[src/rtl/multiport_regfile_if.sv]
// Bundle of read/write port signals for the multiport register file.
// The register file takes the slave side; whoever drives reads and writes takes the master side.
interface multiport_regfile_if #(
    parameter int XLEN  = 32,
    parameter int NREGS = 32,
    parameter int NRD   = 4,
    parameter int NWR   = 2
);
    localparam int AW = $clog2(NREGS);

    logic [NRD*AW-1:0]   rd_addr;
    logic [NRD*XLEN-1:0] rd_data;
    logic [NWR-1:0]      wr_en;
    logic [NWR*AW-1:0]   wr_addr;
    logic [NWR*XLEN-1:0] wr_data;
    logic                clr_req;
    logic                init_done;

    modport master (
        output rd_addr, wr_en, wr_addr, wr_data, clr_req,
        input  rd_data, init_done
    );

    modport slave (
        input  rd_addr, wr_en, wr_addr, wr_data, clr_req,
        output rd_data, init_done
    );
endinterface

[src/rtl/multiport_regfile.sv]
// Multiport register file with a hard-wired zero x0 and a sequential initialisation sweep.
// Reads are combinational, with optional same-cycle write forwarding.
//
// state | meaning
// INIT  | sweeping idx 1..NREGS-1, loading init values; writes ignored, reads return 0
// READY | normal operation; writes land at posedge, clr_req restarts INIT
module multiport_regfile #(
    parameter int              XLEN    = 32,
    parameter int              NREGS   = 32,
    parameter int              NRD     = 4,
    parameter int              NWR     = 2,
    parameter int              BYPASS  = 1,
    parameter logic [XLEN-1:0] SP_INIT = 32'h7ffffff0,
    parameter logic [XLEN-1:0] GP_INIT = 32'h10000000
) (
    input  logic                clk,
    input  logic                rst,
    multiport_regfile_if.slave  bus
);
    localparam int AW = $clog2(NREGS);

    typedef enum logic [0:0] {INIT, READY} state_t;

    state_t          state_q, state_d;
    logic [AW-1:0]   idx_q, idx_d;
    logic [XLEN-1:0] regs_q [1:NREGS-1];
    logic [XLEN-1:0] regs_d [1:NREGS-1];

    logic [NRD*XLEN-1:0] rd_all;
    logic [AW-1:0]       ra;
    logic [AW-1:0]       wa;
    logic [XLEN-1:0]     word;

    function automatic logic [XLEN-1:0] init_val(input logic [AW-1:0] r);
        if (r == AW'(2)) return SP_INIT;
        if (r == AW'(3)) return GP_INIT;
        return '0;
    endfunction

    always_comb begin
        state_d = state_q;
        idx_d   = idx_q;
        case (state_q)
            INIT: begin
                if (idx_q == AW'(NREGS - 1)) begin
                    state_d = READY;
                end else begin
                    idx_d = idx_q + 1'b1;
                end
            end
            READY: begin
                if (bus.clr_req) begin
                    state_d = INIT;
                    idx_d   = AW'(1);
                end
            end
            default: begin
                state_d = INIT;
                idx_d   = AW'(1);
            end
        endcase
    end

    // Port loop runs in ascending order so the highest-index write port wins a collision.
    always_comb begin
        regs_d = regs_q;
        wa     = '0;
        if (state_q == INIT) begin
            if (idx_q != '0) begin
                regs_d[idx_q] = init_val(idx_q);
            end
        end else if (!bus.clr_req) begin
            for (int j = 0; j < NWR; j++) begin
                wa = bus.wr_addr[j*AW +: AW];
                if (bus.wr_en[j] && wa != '0) begin
                    regs_d[wa] = bus.wr_data[j*XLEN +: XLEN];
                end
            end
        end
    end

    // Forwarding follows the same write qualification as storage, so a discarded write is never seen.
    always_comb begin
        rd_all = '0;
        ra     = '0;
        word   = '0;
        for (int i = 0; i < NRD; i++) begin
            ra   = bus.rd_addr[i*AW +: AW];
            word = '0;
            if (state_q == READY && ra != '0) begin
                word = regs_q[ra];
                if (BYPASS != 0 && !bus.clr_req) begin
                    for (int j = 0; j < NWR; j++) begin
                        if (bus.wr_en[j] && bus.wr_addr[j*AW +: AW] == ra) begin
                            word = bus.wr_data[j*XLEN +: XLEN];
                        end
                    end
                end
            end
            rd_all[i*XLEN +: XLEN] = word;
        end
    end

    always_ff @(posedge clk or posedge rst) begin
        if (rst) begin
            state_q <= INIT;
            idx_q   <= AW'(1);
        end else begin
            state_q <= state_d;
            idx_q   <= idx_d;
        end
    end

    always_ff @(posedge clk) begin
        regs_q <= regs_d;
    end

    assign bus.rd_data   = rd_all;
    assign bus.init_done = (state_q == READY);
endmodule

[src/flat_wrapper.sv]
// flat-port wrapper written by rule: the top's interface ports become plain ports
module multiport_regfile_flat 
#(
    parameter int              XLEN    = 32,
    parameter int              NREGS   = 32,
    parameter int              NRD     = 4,
    parameter int              NWR     = 2,
    parameter int              BYPASS  = 1,
    parameter logic [XLEN-1:0] SP_INIT = 32'h7ffffff0,
    parameter logic [XLEN-1:0] GP_INIT = 32'h10000000
)
  (clk, rst, bus_rd_addr, bus_wr_en, bus_wr_addr, bus_wr_data, bus_clr_req, bus_rd_data, bus_init_done);
  multiport_regfile_if #(.XLEN(XLEN), .NREGS(NREGS), .NRD(NRD), .NWR(NWR)) bus_i ();
  input  logic clk;
  input  logic rst;
  input wire logic [$bits(bus_i.rd_addr)-1:0] bus_rd_addr;
  input wire logic [$bits(bus_i.wr_en)-1:0] bus_wr_en;
  input wire logic [$bits(bus_i.wr_addr)-1:0] bus_wr_addr;
  input wire logic [$bits(bus_i.wr_data)-1:0] bus_wr_data;
  input wire logic [$bits(bus_i.clr_req)-1:0] bus_clr_req;
  output wire logic [$bits(bus_i.rd_data)-1:0] bus_rd_data;
  output wire logic [$bits(bus_i.init_done)-1:0] bus_init_done;
  assign bus_i.rd_addr = bus_rd_addr;
  assign bus_i.wr_en = bus_wr_en;
  assign bus_i.wr_addr = bus_wr_addr;
  assign bus_i.wr_data = bus_wr_data;
  assign bus_i.clr_req = bus_clr_req;
  assign bus_rd_data = bus_i.rd_data;
  assign bus_init_done = bus_i.init_done;
  multiport_regfile #(.XLEN(XLEN), .NREGS(NREGS), .NRD(NRD), .NWR(NWR), .BYPASS(BYPASS), .SP_INIT(SP_INIT), .GP_INIT(GP_INIT)) u_core (.clk(clk), .rst(rst), .bus(bus_i));
endmodule
[config.mk]
export PLATFORM = sky130hd
export DESIGN_NAME = multiport_regfile_flat
export DESIGN_NICKNAME = d
export VERILOG_FILES = /design/src/rtl/multiport_regfile_if.sv /design/src/rtl/multiport_regfile.sv /design/src/flat_wrapper.sv
export SDC_FILE = /design/constraint.sdc
export NUM_CORES = 2
export LEC_CHECK = 0
export ABC_AREA = 0
export BUFFER_PORTS_ARGS = -buffer_cell sky130_fd_sc_hd__buf_2
export CELL_PAD_IN_SITES_DETAIL_PLACEMENT = 0
export CELL_PAD_IN_SITES_GLOBAL_PLACEMENT = 1
export CORE_UTILIZATION = 32
export CTS_BUF_LIST = sky130_fd_sc_hd__clkbuf_4 sky130_fd_sc_hd__clkbuf_8
export CTS_CLUSTER_DIAMETER = 100
export DETAILED_ROUTE_END_ITERATION = 12
export GPL_TIMING_DRIVEN = 0
export PLACE_DENSITY_LB_ADDON = 0.1
export SLEW_MARGIN = 20
export SYNTH_ARGS = -nofsm -noshare
export SYNTH_HDL_FRONTEND = slang
export SYNTH_SLANG_ARGS = --single-unit
[constraint.sdc]
create_clock -name clk -period 4.25 [get_ports clk]
set_input_delay 0.6375 -clock clk [delete_from_list [all_inputs] [get_ports clk]]
set_output_delay 0.6375 -clock clk [all_outputs]
set_load 0.03 [all_outputs]
==> flow_summary.yaml <==
timing:
  finalCritPeriodShare_pct: 116
  timing.hold.ws_ns: 0.0585
  fin_crit_ns: 4.94
  timing.final.ws_setup_ns: -0.690
  finalHoldViolCount: 0
  relSlewSlack_pct: 2.89
  rsz0062_at_grt: "yes"
  worstMarginPinSlew_ns: 1.45
  fmax_ghz: 0.202
  setup_violations: 125
  skew_ns: 0.129
  slew_violations: 0
setup_path:
  crit_arrival_ns: 4.30
  path_delay_family: "compound AO/OA/AOI/OAI gates"
  worstPathCellList: "buf_4, buf_4, nand2_4, clkbuf_2, o22ai_1, nor2_4, nor2_1, o211ai_1, a31oi_4, buf_6"
  required_ns: 3.61
  path_common_cell: "buf_4"
  worst-setup-path-type: "input port to output port"
  end_kind: "output port"
  cpMaxStageDelayCell: "o211ai_1"
  max_stage_delay_ns: 1.00
  start_kind: "input port"
  path_max_fanout: 10
  path_buf_inv: 4
logic_synthesis:
  synth_top_area_cell: "edfxtp_1"
  yosys.area_share.simple_pct: 11.1
  synth-xor-area-share_pct: 0.371
  ys_types: 62
  synth_top_area_share_pct: 31.6
  ys_seq_area_share_pct: 31.7
  ys.flop_type: "edfxtp_1"
  synthCells: 9397
  synth_fa_ha_area_share_pct: 0.0663
  syn_avg_cell_area_um2: 10.0
  synth-async-reset-ratio_pct: 0.601
  ys_ff_latch: 998
  synth_mux_area_share_pct: 29.1
  ys_warn_count: 0
  synth_compound_area_share_pct: 21.7
  synth_area_leaders: "edfxtp_1 32%, mux2i_1 18%, mux4_2 9.2%"
  synth_top_family_by_area: "multiplexers"
  syn_area_um2: 94400
  synth_nets: 9501
  synth_edf_count: 992
grt:
  grt_pass1_wl_um: 1010000
  grt_max_degree: 33
  grt_overflow: 0
  grt_antenna_before_repair: 165
  grt_usage_pct: 52.4
  grt_pass1_vias: 92588
placed_design:
  dpl.hpwl_um: 662000
  dp.cells: 13715
  place.gp.congestion: 1.21
  portBuffers: 203
routing:
  postRouteAntennaNets: 0
  wl_per_cell_um: 56.7
  drc: 0
  vias: 103174
  first_pass_iters: 7
  drtIter0Drc: 18572
  routed_wl_um: 813000
  viasPerCell: 7.19
floorplan:
  io-pin-count: 228
  design.die.area_um2: 297000
  die_w_um: 545
  initial_utilization_pct: 32.2
  die_y_um: 545
  core_area_um2: 294000
  core.rowCount: 199
cts:
  clockBufferDepth: 4
  clock_latency_ns: 1.15
  htreeDepth: 4
  path_clk_slew_ns: 0.07
  clock_tree.root_cell: "clkbuf_8"
  cts.sinks: 998
  cts_buffers: 211
  cts_tree: "built"
status:
  status: "finished with violations"
  violations: "setup timing"
power:
  leakage_nw: 50.5
  p_per_area_nw_per_um2: 413
  peakVddDrop_v: 0.000306
layout:
  syn_to_final_growth_pct: 20.9
  drive_gt1_share_pct: 24.2
  layout_commonest_cell: "mux2i_1"
  mostFrequentLayoutCells: "1725 x mux2i_1, 1010 x nand2_1, 992 x edfxtp_1"
  design.final.nets: 10220
  final_cell_count_no_fill: 14350
  multi_input_area_um2: 61800
  register_area_um2: 29900
  nFillCells: 29142
job:
  max-cap-violations: 0
min_path:
  min_path_type: "input port to asynchronous set/reset pin"
==> routing by layer <==
layer	vias up	track usage [%]	routed length (um)
li1	38743	-	-
met1	53182	64.6	311000
met2	9504	64.4	292000
met3	1695	33.8	144000
met4	50	35.8	64600
met5	-	1.27	1410
==> worst min-delay path, delay by kind of cell <==
family / cells / cell delay, ns
buf+inv: 3 / 0.85
==> sequential cells by signal, indices dropped and copies added, names as in the netlist <==
name                  flops
u_core.idx_q              5
u_core.regs_q           992
u_core.bus.init_done      1
==> path summary, 6_finish.rpt <==
check | start | endpoint | slack (ns) | cells after the start
hold / removal | rst | u_core.idx_q[2] | 0.06 | 3
setup / recovery | bus_rd_addr[1] | bus_rd_data[11] | -0.69 | 10
setup reg to reg | u_core.bus.init_done | u_core.regs_q[828] | 0.49 | 6
hold reg to reg | u_core.idx_q[0] | u_core.idx_q[0] | 0.56 | 2
min in group clk | bus_wr_data[32] | u_core.regs_q[864] | 0.28 | 3
max in group asynchronous | rst | u_core.idx_q[0] | 3.90 | 3
==> synthesized netlist by cell type (5+ instances only) <==
cell type / instances
a22oi_1: 255
nand4_1: 5
nor3_2: 7
buf_6: 18
buf_1: 64
o211a_1: 833
a21oi_1: 150
buf_2: 236
nor3_1: 11
o21ai_1: 25
xnor2_1: 24
a31oi_1: 129
edfxtp_1: 992
nor2b_1: 74
o21a_1: 6
a21o_1: 155
and3b_1: 125
xor2_1: 16
a311oi_1: 30
dfrtp_1: 5
o22ai_1: 253
mux2i_1: 1737
a211oi_1: 40
o311ai_1: 102
mux2_2: 128
clkbuf_1: 805
nor2_2: 7
nand3b_1: 5
nand2b_1: 20
nor2_1: 461
o211ai_1: 127
mux4_2: 384
nor3b_1: 6
clkbuf_2: 5
nand3_1: 537
nand2_1: 1016
and3_1: 12
o311ai_0: 26
buf_4: 117
ha_1: 5
o21ai_0: 149
o221ai_1: 255
==> report_power, final <==
group	leakage (nW)	total [mW]	internal, mW	switching (mW)
clock network	2.21	11.2	5.74	5.47
logic	39.0	19.9	6.22	13.7
registers	9.34	16.0	13.2	2.78
==> layout make-up <==
| class | count | share of cell area (%) |
|---|---|---|
| Buffer | 1243 | 5.97 |
| Sequential cell | 998 | 26.2 |
| Inverter | 6 | 0.0197 |
| Multi-Input combinational cell | 7148 | 54.1 |
| Clock buffer | 294 | 3.10 |
| Timing Repair Buffer | 508 | 5.40 |
| Clock inverter | 83 | 0.531 |
| Tap cell | 3919 | 4.30 |
| Antenna cell | 151 | 0.331 |
==> kinds of logic after synthesis <==
logic type,after synthesis
mux,2249
flops,998
compound gates,2548
xor+xnor,40
buf+inv,1251
fa+ha+maj,5
simple gates,2306
==> metrics by stage <==
| step | setup WS (ns) | TNS [ns] | power [mW] | area, um2 | util (%) |
|---|---|---|---|---|---|
| 6_report | -0.690 | -27.74 | 47.1 | 114000 | 38.9 |
| 5_1_grt | -0.359 | -5.70 | 47.1 | 114000 | 38.8 |
| 4_1_cts | -0.464 | -8.51 | 45.2 | 113000 | 38.4 |
| 3_5_place_dp | -1.86 | -158.56 | 33.4 | 105000 | 35.7 |
| 3_3_place_gp | -4.11 | -2784.16 | 32.2 | 100000 | 34.2 |
| 2_1_floorplan | 0.242 | 0 | 23.4 | 94400 | - |
==> what timing repair did <==
item,CTS,global route
hold buffers,1,0
setup endpoints to repair,128,96
pin swaps,171,61
hold endpoints to repair,6,0
buffers inserted,69,39
resized for setup,856,158
Power figures use the tool's default switching activity.
